File: src/rtl/voice_allocator_pkg.sv
// Shared configuration for the voice allocator: voice count, note/velocity types,
// per-voice state and the control FSM encoding.
package voice_allocator_pkg;

    localparam int PIPELINE_COUNT = 4;
    localparam int VOICE_COUNT    = PIPELINE_COUNT;
    localparam int NOTE_WIDTH     = 7;
    localparam int RANK_WIDTH     = $clog2(VOICE_COUNT);

    typedef logic [6:0]            percent_t;
    typedef logic [NOTE_WIDTH-1:0] note_t;
    typedef logic [RANK_WIDTH-1:0] rank_t;
    typedef logic [RANK_WIDTH-1:0] idx_t;

    typedef enum logic [1:0] {
        FREE      = 2'd0,
        GATED     = 2'd1,
        RELEASING = 2'd2
    } voice_state_t;

    typedef enum logic [1:0] {
        ST_IDLE   = 2'd0,
        ST_SEARCH = 2'd1,
        ST_COMMIT = 2'd2
    } ctrl_state_t;

    // Event as latched at accept; a note-on with velocity 0 is stored as a note-off.
    typedef struct packed {
        logic     on;
        note_t    note;
        percent_t velocity;
    } note_event_t;

endpackage

File: src/rtl/voice_allocator_if.sv
// Note-event handshake between the MIDI parser (master) and the voice allocator (slave).
interface voice_allocator_if;
    import voice_allocator_pkg::*;

    logic     event_valid;
    logic     event_ready;
    logic     event_on;
    note_t    event_note;
    percent_t event_velocity;

    modport master (
        output event_valid,
        output event_on,
        output event_note,
        output event_velocity,
        input  event_ready
    );

    modport slave (
        input  event_valid,
        input  event_on,
        input  event_note,
        input  event_velocity,
        output event_ready
    );

endinterface

File: src/rtl/voice_allocator_select.sv
// Combinational target search: same-note retrigger, lowest free voice, oldest
// releasing voice, then oldest gated voice. Also returns the note-off match mask.
module voice_allocator_select
    import voice_allocator_pkg::*;
(
    input  voice_state_t [VOICE_COUNT-1:0] state,
    input  note_t        [VOICE_COUNT-1:0] note,
    input  rank_t        [VOICE_COUNT-1:0] rank,
    input  note_t                          event_note,
    output idx_t                           target,
    output logic                           steal,
    output logic         [VOICE_COUNT-1:0] off_mask
);

    logic  hit_found, free_found, rel_found, gat_found;
    idx_t  hit_idx, free_idx, rel_idx, gat_idx;
    rank_t rel_rank, gat_rank;

    always_comb begin
        // NOTE: every variable gets a default before any conditional write, so no latch is inferred.
        hit_found  = 1'b0;
        free_found = 1'b0;
        rel_found  = 1'b0;
        gat_found  = 1'b0;
        hit_idx    = '0;
        free_idx   = '0;
        rel_idx    = '0;
        gat_idx    = '0;
        rel_rank   = '0;
        gat_rank   = '0;
        off_mask   = '0;
        target     = '0;
        steal      = 1'b0;

        for (int i = 0; i < VOICE_COUNT; i++) begin
            if (state[i] != FREE && note[i] == event_note && !hit_found) begin
                hit_found = 1'b1;
                hit_idx   = idx_t'(i);
            end
            if (state[i] == GATED && note[i] == event_note) begin
                off_mask[i] = 1'b1;
            end
            if (state[i] == FREE && !free_found) begin
                free_found = 1'b1;
                free_idx   = idx_t'(i);
            end
            // Lower rank is older; rank values are unique so ties cannot occur.
            if (state[i] == RELEASING && (!rel_found || rank[i] < rel_rank)) begin
                rel_found = 1'b1;
                rel_rank  = rank[i];
                rel_idx   = idx_t'(i);
            end
            if (state[i] == GATED && (!gat_found || rank[i] < gat_rank)) begin
                gat_found = 1'b1;
                gat_rank  = rank[i];
                gat_idx   = idx_t'(i);
            end
        end

        if (hit_found) begin
            target = hit_idx;
        end else if (free_found) begin
            target = free_idx;
        end else if (rel_found) begin
            target = rel_idx;
            steal  = 1'b1;
        end else begin
            target = gat_idx;
            steal  = 1'b1;
        end
    end

endmodule

File: src/rtl/voice_allocator.sv
// Voice allocator: accepts note events, assigns note-ons to voices (stealing the
// oldest when full), releases on note-off and frees voices when their envelope finishes.
module voice_allocator
    import voice_allocator_pkg::*;
(
    input  logic                           clk,
    input  logic                           rst_n,
    voice_allocator_if.slave               ev,
    input  logic                           panic,
    input  logic         [VOICE_COUNT-1:0] voice_done,
    output logic         [VOICE_COUNT-1:0] voice_gate,
    output logic         [VOICE_COUNT-1:0] voice_trigger,
    output note_t        [VOICE_COUNT-1:0] voice_note,
    output percent_t     [VOICE_COUNT-1:0] voice_velocity,
    output logic                           voice_stolen
);

    ctrl_state_t                     ctrl;
    note_event_t                     evt;
    voice_state_t [VOICE_COUNT-1:0]  vstate;
    rank_t        [VOICE_COUNT-1:0]  rank;

    idx_t                            tgt_idx;
    logic                            tgt_steal;
    logic         [VOICE_COUNT-1:0]  tgt_off_mask;

    idx_t                            sel_idx;
    logic                            sel_steal;
    logic         [VOICE_COUNT-1:0]  sel_off_mask;

    voice_allocator_select u_select (
        .state      (vstate),
        .note       (voice_note),
        .rank       (rank),
        .event_note (evt.note),
        .target     (sel_idx),
        .steal      (sel_steal),
        .off_mask   (sel_off_mask)
    );

    assign ev.event_ready = (ctrl == ST_IDLE) && !panic;

    always_comb begin
        voice_gate = '0;
        for (int i = 0; i < VOICE_COUNT; i++) begin
            voice_gate[i] = (vstate[i] == GATED);
        end
    end

    // NOTE: sequential state uses non-blocking assignments only; later writes in this block override earlier ones.
    always_ff @(posedge clk or negedge rst_n) begin
        if (!rst_n) begin
            ctrl           <= ST_IDLE;
            evt            <= '0;
            tgt_idx        <= '0;
            tgt_steal      <= 1'b0;
            tgt_off_mask   <= '0;
            voice_trigger  <= '0;
            voice_stolen   <= 1'b0;
            voice_note     <= '0;
            voice_velocity <= '0;
            // NOTE: the per-voice arrays are a handful of flops, so all of them are reset rather than left unknown.
            for (int i = 0; i < VOICE_COUNT; i++) begin
                vstate[i] <= FREE;
                rank[i]   <= rank_t'(i);
            end
        end else begin
            voice_trigger <= '0;
            voice_stolen  <= 1'b0;

            for (int i = 0; i < VOICE_COUNT; i++) begin
                if (voice_done[i] && vstate[i] == RELEASING) begin
                    vstate[i] <= FREE;
                end
            end

            if (panic) begin
                ctrl <= ST_IDLE;
                for (int i = 0; i < VOICE_COUNT; i++) begin
                    if (vstate[i] == GATED) begin
                        vstate[i] <= RELEASING;
                    end
                end
            end else begin
                unique case (ctrl)
                    ST_IDLE: begin
                        if (ev.event_valid) begin
                            evt  <= '{on:       ev.event_on && (ev.event_velocity != '0),
                                      note:     ev.event_note,
                                      velocity: ev.event_velocity};
                            ctrl <= ST_SEARCH;
                        end
                    end

                    ST_SEARCH: begin
                        tgt_idx      <= sel_idx;
                        tgt_steal    <= sel_steal;
                        tgt_off_mask <= sel_off_mask;
                        ctrl         <= ST_COMMIT;
                    end

                    ST_COMMIT: begin
                        ctrl <= ST_IDLE;
                        if (evt.on) begin
                            // Overrides any same-cycle voice_done on the target.
                            vstate[tgt_idx]         <= GATED;
                            voice_note[tgt_idx]     <= evt.note;
                            voice_velocity[tgt_idx] <= evt.velocity;
                            voice_trigger[tgt_idx]  <= 1'b1;
                            voice_stolen            <= tgt_steal;
                            for (int j = 0; j < VOICE_COUNT; j++) begin
                                if (idx_t'(j) == tgt_idx) begin
                                    rank[j] <= rank_t'(VOICE_COUNT - 1);
                                end else if (rank[j] > rank[tgt_idx]) begin
                                    rank[j] <= rank[j] - 1'b1;
                                end
                            end
                        end else begin
                            for (int i = 0; i < VOICE_COUNT; i++) begin
                                if (tgt_off_mask[i] && vstate[i] == GATED) begin
                                    vstate[i] <= RELEASING;
                                end
                            end
                        end
                    end

                    default: ctrl <= ST_IDLE;
                endcase
            end
        end
    end

endmodule

File: src/flat_wrapper.sv
// flat-port wrapper written by rule: the top's interface ports become plain ports
module voice_allocator_flat import voice_allocator_pkg::*;
  (clk, rst_n, panic, voice_done, voice_gate, voice_trigger, voice_note, voice_velocity, voice_stolen, ev_event_valid, ev_event_on, ev_event_note, ev_event_velocity, ev_event_ready);
  voice_allocator_if ev_i ();
  input  logic clk;
  input  logic rst_n;
  input  logic panic;
  input  logic         [VOICE_COUNT-1:0] voice_done;
  output logic         [VOICE_COUNT-1:0] voice_gate;
  output logic         [VOICE_COUNT-1:0] voice_trigger;
  output note_t        [VOICE_COUNT-1:0] voice_note;
  output percent_t     [VOICE_COUNT-1:0] voice_velocity;
  output logic voice_stolen;
  input wire logic [$bits(ev_i.event_valid)-1:0] ev_event_valid;
  input wire logic [$bits(ev_i.event_on)-1:0] ev_event_on;
  input wire logic [$bits(ev_i.event_note)-1:0] ev_event_note;
  input wire logic [$bits(ev_i.event_velocity)-1:0] ev_event_velocity;
  output wire logic [$bits(ev_i.event_ready)-1:0] ev_event_ready;
  assign ev_i.event_valid = ev_event_valid;
  assign ev_i.event_on = ev_event_on;
  assign ev_i.event_note = ev_event_note;
  assign ev_i.event_velocity = ev_event_velocity;
  assign ev_event_ready = ev_i.event_ready;
  voice_allocator u_core (.clk(clk), .rst_n(rst_n), .ev(ev_i), .panic(panic), .voice_done(voice_done), .voice_gate(voice_gate), .voice_trigger(voice_trigger), .voice_note(voice_note), .voice_velocity(voice_velocity), .voice_stolen(voice_stolen));
endmodule
File: config.mk
export PLATFORM = sky130hd
export DESIGN_NAME = voice_allocator_flat
export DESIGN_NICKNAME = d
export VERILOG_FILES = /design/src/rtl/voice_allocator_pkg.sv /design/src/rtl/voice_allocator_if.sv /design/src/rtl/voice_allocator_select.sv /design/src/rtl/voice_allocator.sv /design/src/flat_wrapper.sv
export SDC_FILE = /design/constraint.sdc
export NUM_CORES = 1
export LEC_CHECK = 0
export CORE_MARGIN = 2
export CORE_UTILIZATION = 54
export DETAILED_ROUTE_END_ITERATION = 10
export GPL_TIMING_DRIVEN = 0
export PLACE_DENSITY = 0.81
export SLEW_MARGIN = 30
export SYNTH_ARGS = -nofsm -noshare
export SYNTH_HDL_FRONTEND = slang
export SYNTH_HIERARCHICAL = 1
export SYNTH_SLANG_ARGS = --single-unit
File: constraint.sdc
create_clock -name clk -period 4.56 [get_ports clk]
set_input_delay 0.684 -clock clk [delete_from_list [all_inputs] [get_ports clk]]
set_output_delay 0.684 -clock clk [all_outputs]
set_load 0.01 [all_outputs]
==> impl_table.tex <==
\begin{tabular}{lr}
\hline
Metric & Value \\
\hline
\multicolumn{2}{l}{\textbf{Run status}} \\
Run status & finished, final reports clean \\
\multicolumn{2}{l}{\textbf{Synth}} \\
Portion of the post-synthesis area used by sequential elements & 47.1\% \\
Largest area contributor in the netlist & dfrtp\_1 \\
Mapped cell area & approximately 0.0054 sq mm \\
Synth unique cells & 66 \\
Number of warnings issued by yosys & 6 \\
Portion of synthesized cell area occupied by the leading cell type & 45.1\% \\
Count of flip-flops with a built-in enable after synthesis & 0 \\
Cell with the most instances after synthesis & dfrtp\_1 \\
Flop and latch count out of synthesis & 101 \\
Async set or reset register ratio after synthesis & 100\% \\
Synth Area per Inst & between 10 and 15 sq um \\
Nets in the synthesized netlist & 494 \\
Predominant post-synthesis flop cell & dfrtp\_1 \\
Leading cell types by total area after synthesis & dfrtp\_1 45\%, mux2\_2 14\%, ha\_1 3.3\% \\
List of most frequent post-synthesis cells & 97 x dfrtp\_1, 68 x mux2\_2, 24 x nor2\_1, 24 x o21ai\_0, 20 x nand2\_1 \\
Syn Inst Count & roughly 460 \\
\multicolumn{2}{l}{\textbf{Power}} \\
Switching share of power & 28.6\% \\
Internal power & 1.54 mW \\
Tot Pwr & about 2.2 mW \\
Standby leakage power & 2.99 nW \\
Power share of the clock group & 27.1\% \\
IR Drop Worst-Case VDD & 247 uV \\
Combinational power share & between 20 and 25\% \\
Total power density per cell area & 319 mW/mm\^{}2 \\
Net switching power & around 0.62 mW \\
Proportion of power drawn by flip-flops and latches & 50.7\% \\
\multicolumn{2}{l}{\textbf{Cells and area}} \\
Utilization of the core after routing & 69.3\% \\
Fillers & 734 \\
Antenna diode count & 0 \\
Post-Layout Cell Count & between 700 and 800 \\
Finished Cell Area & 0.00675 sq mm \\
Layout cell share with drive strength beyond 1 & roughly a quarter \\
Layout overhead on the synthesized area & 25.4\% \\
Post-layout net count & 600 \\
\multicolumn{2}{l}{\textbf{Route}} \\
Avg WL per Cell & 18.2 microns \\
Detailed Route WL & 12,800 microns \\
Number of detailed-route iterations in the first pass & 5 \\
Count of routing violations after the opening detailed-route iteration & 181 \\
Via density & 5.72 \\
Residual DRC & 0 \\
Remaining number of nets flagged by the antenna check after routing & 0 \\
Total via count in the routed design & around 4,000 \\
\multicolumn{2}{l}{\textbf{Global routing}} \\
Number of global-route vias before repair & roughly 4,100 \\
First-pass GRT wire length & 21,000 microns \\
Overall routing resource usage & 24.3\% \\
Largest net degree at the start of global routing & 64 \\
Aggregate global routing overflow & 0 \\
Initial antenna violation count & 0 \\
\multicolumn{2}{l}{\textbf{Floorplanning}} \\
Number of top-level design ports & 89 \\
Die X-Extent & 104 microns \\
Cell row count & 36 \\
Standard cell core area & 0.00973 sq mm \\
Height of the chip & 104 microns \\
Initial core utilization & between 50\% and 60\% \\
Total Die Area & roughly 0.011 sq mm \\
\multicolumn{2}{l}{\textbf{Clock tree}} \\
CTS tree & yes \\
Source-to-sink clock delay at the later pin of the worst-skew pair & 360 ps \\
Number of buffers inserted during clock tree synthesis & 9 \\
Maximum clock path buffer count & 2 \\
H-tree depth & 3 \\
Number of sinks driven by the clock tree & about 100 \\
CTS clock-pin slew for the worst setup and hold paths & 90 ps \\
Clock root cell & clkbuf\_8 \\
Hold-fix buffers, CTS & 0 \\
\multicolumn{2}{l}{\textbf{Timing}} \\
Post-layout worst setup margin & 237 ps \\
Max-slew violation count & 0 \\
Final hold vios & 0 \\
Tightest slew margin relative to the limit & 36.8\% \\
Maximum frequency from static timing analysis & 231 MHz \\
Final critical-path required period & 4320 ps \\
Slew of the pin with the lowest slew margin & 946 ps \\
Share of the clock period used by the worst path after layout & 94.8\% \\
Number of setup violations in the final report & 0 \\
Setup skew after layout & approximately 8.7 ps \\
\multicolumn{2}{l}{\textbf{Placed design}} \\
Port Buf Inserts & a little under 90 \\
Number of instances in the placed design & 679 \\
Setup slack after placement & -305 ps \\
Post-detailed-placement cell area & between 0.006 and 0.007 sq mm \\
Placer's final routability congestion estimate & 0.888 \\
Dpl hpwl & 8820 microns \\
\multicolumn{2}{l}{\textbf{Setup path}} \\
Peak fanout along the critical path & 6 \\
Launch point of the worst reg-to-reg path & u\_core/vstate[1] \\
Crit path launch & u\_core/vstate[1] \\
Sort of element at the end of the critical path & register \\
Max stage delay on crit path & 450 ps \\
Kind of start point of the critical path & register \\
Gate family responsible for the most delay along the worst path & compound AO/OA/AOI/OAI gates \\
Slowest cell on crit path & dfrtp\_2 \\
Data required, critical path & 4820 ps \\
Class of the most critical setup path & reg2reg \\
Crit-path cells & and2b\_2, nand2\_1, ha\_1, a21oi\_1, o21ai\_2, mux2\_2, ha\_1, a21oi\_1, a21oi\_1, nor2\_2, nand2\_1, nand2\_1, o21ai\_0, ha\_1, or3\_1, o41ai\_1, a41oi\_1, o21ai\_1, a2111oi\_4, o32ai\_2, mux2\_2 \\
Worst Path Arrival & 4580 ps \\
WP buf/inv & 0 \\
\multicolumn{2}{l}{\textbf{Min path}} \\
Hold Crit Class & in2async \\
\multicolumn{2}{l}{\textbf{Job}} \\
Number of max-cap violations & 0 \\
\hline
\end{tabular}
## state kept, by name, indices dropped and copies added (netlist names)
name,count
u_core/voice_note,28
u_core/voice_velocity,28
u_core/evt,15
u_core/rank,8
u_core/vstate,8
u_core/tgt_off_mask,4
u_core/voice_trigger,4
u_core/ctrl,2
u_core/tgt_idx,2
u_core/tgt_steal,1
u_core/voice_stolen,1
## layer usage
metal | global-route usage, % | vias up | wire length [microns]
met1 | 30.6 | 2024 | 5370
met2 | 40.0 | 98 | 6400
li1 | - | 1866 | -
met4 | 10.1 | 0 | 274
met3 | 6.17 | 22 | 726
met5 | 0 | - | 0
## power groups by stage
stage               Clock (mW)  Sequential (mW)  Combinational (mW)
floorplan                    0             1.10               0.256
global placement             0             1.10               0.455
detailed placement           0             1.11               0.471
CTS                      0.596             1.09               0.479
global route             0.631             1.11               0.526
finish                   0.583             1.09               0.478
## cell families (layout without fill, tap and decap cells)
group | Yosys count | count (layout) | synth area share (%)
simple gates | 124 | 124 | 13.2
flops | 101 | 101 | 47.1
mux | 85 | 85 | 18.9
compound gates | 74 | 74 | 9.56
buf+inv | 31 | 142 | 3.44
xor+xnor | 28 | 28 | 4.56
fa+ha+maj | 14 | 14 | 3.26
## metrics by stage
| step | setup TNS (ps) | hold slack, ps |
|---|---|---|
| 2_1_floorplan | 0 | 388 |
| 3_3_place_gp | -79240 | 478 |
| 3_5_place_dp | -309 | 471 |
| 4_1_cts | 0 | 211 |
| 5_1_grt | -36.3 | 229 |
| 6_report | 0 | 214 |
## layout by cell type, fill, tap and decap left out, drive strengths merged, types with 3 or more instances in the layout
| cell | Yosys | layout |
|---|---|---|
| nand3b | 3 | 3 |
| o22ai | 4 | 4 |
| dfstp | 4 | 4 |
| clkbuf | 1 | 14 |
| nand4 | 3 | 3 |
| nor4 | 4 | 4 |
| nand2 | 20 | 20 |
| nand3 | 9 | 9 |
| and2b | 4 | 4 |
| xor2 | 10 | 10 |
| a21oi | 12 | 12 |
| nor2b | 13 | 13 |
| nor3b | 6 | 6 |
| xnor2 | 18 | 18 |
| nor2 | 25 | 25 |
| mux2 | 79 | 79 |
| ha | 14 | 14 |
| and2 | 4 | 4 |
| inv | 16 | 16 |
| clkdlybuf4s50 | 0 | 87 |
| nor3 | 14 | 14 |
| mux2i | 4 | 4 |
| buf | 14 | 22 |
| or2 | 3 | 3 |
| a311oi | 3 | 3 |
| o21ai | 24 | 24 |
| o211ai | 4 | 4 |
| nand2b | 11 | 11 |
| dfrtp | 97 | 97 |
| a31oi | 4 | 4 |
## layout make-up
type / instances / area [sq um] / share of cell area, %
Multi-Input combinational cell: 325 / 2700 / 40.1
Sequential cell: 101 / 2530 / 37.6
Timing Repair Buffer: 95 / 955 / 14.2
Tap cell: 133 / 166 / 2.47
Clock buffer: 13 / 159 / 2.36
Buffer: 15 / 125 / 1.85
Inverter: 16 / 60.1 / 0.890
Clock inverter: 3 / 43.8 / 0.649
## worst paths after layout
check | depth (start not counted) | endpoint | slack [ps]
max | 21 | u_core/tgt_idx[0] | 240
max reg2reg | 21 | u_core/tgt_idx[0] | 240
min | 1 | u_core/evt[6] | 210
min in group clk | 1 | u_core/voice_stolen | 490
min reg2reg | 1 | u_core/voice_stolen | 490
max in group asynchronous | 2 | u_core/rank[2] | 3680
## what timing repair did
action	in CTS	in global routing
setup endpoints to repair	2	2
pin swaps	0	2
buffers inserted	0	6
resized for setup	5	8
(Power assumes the default switching activity.)
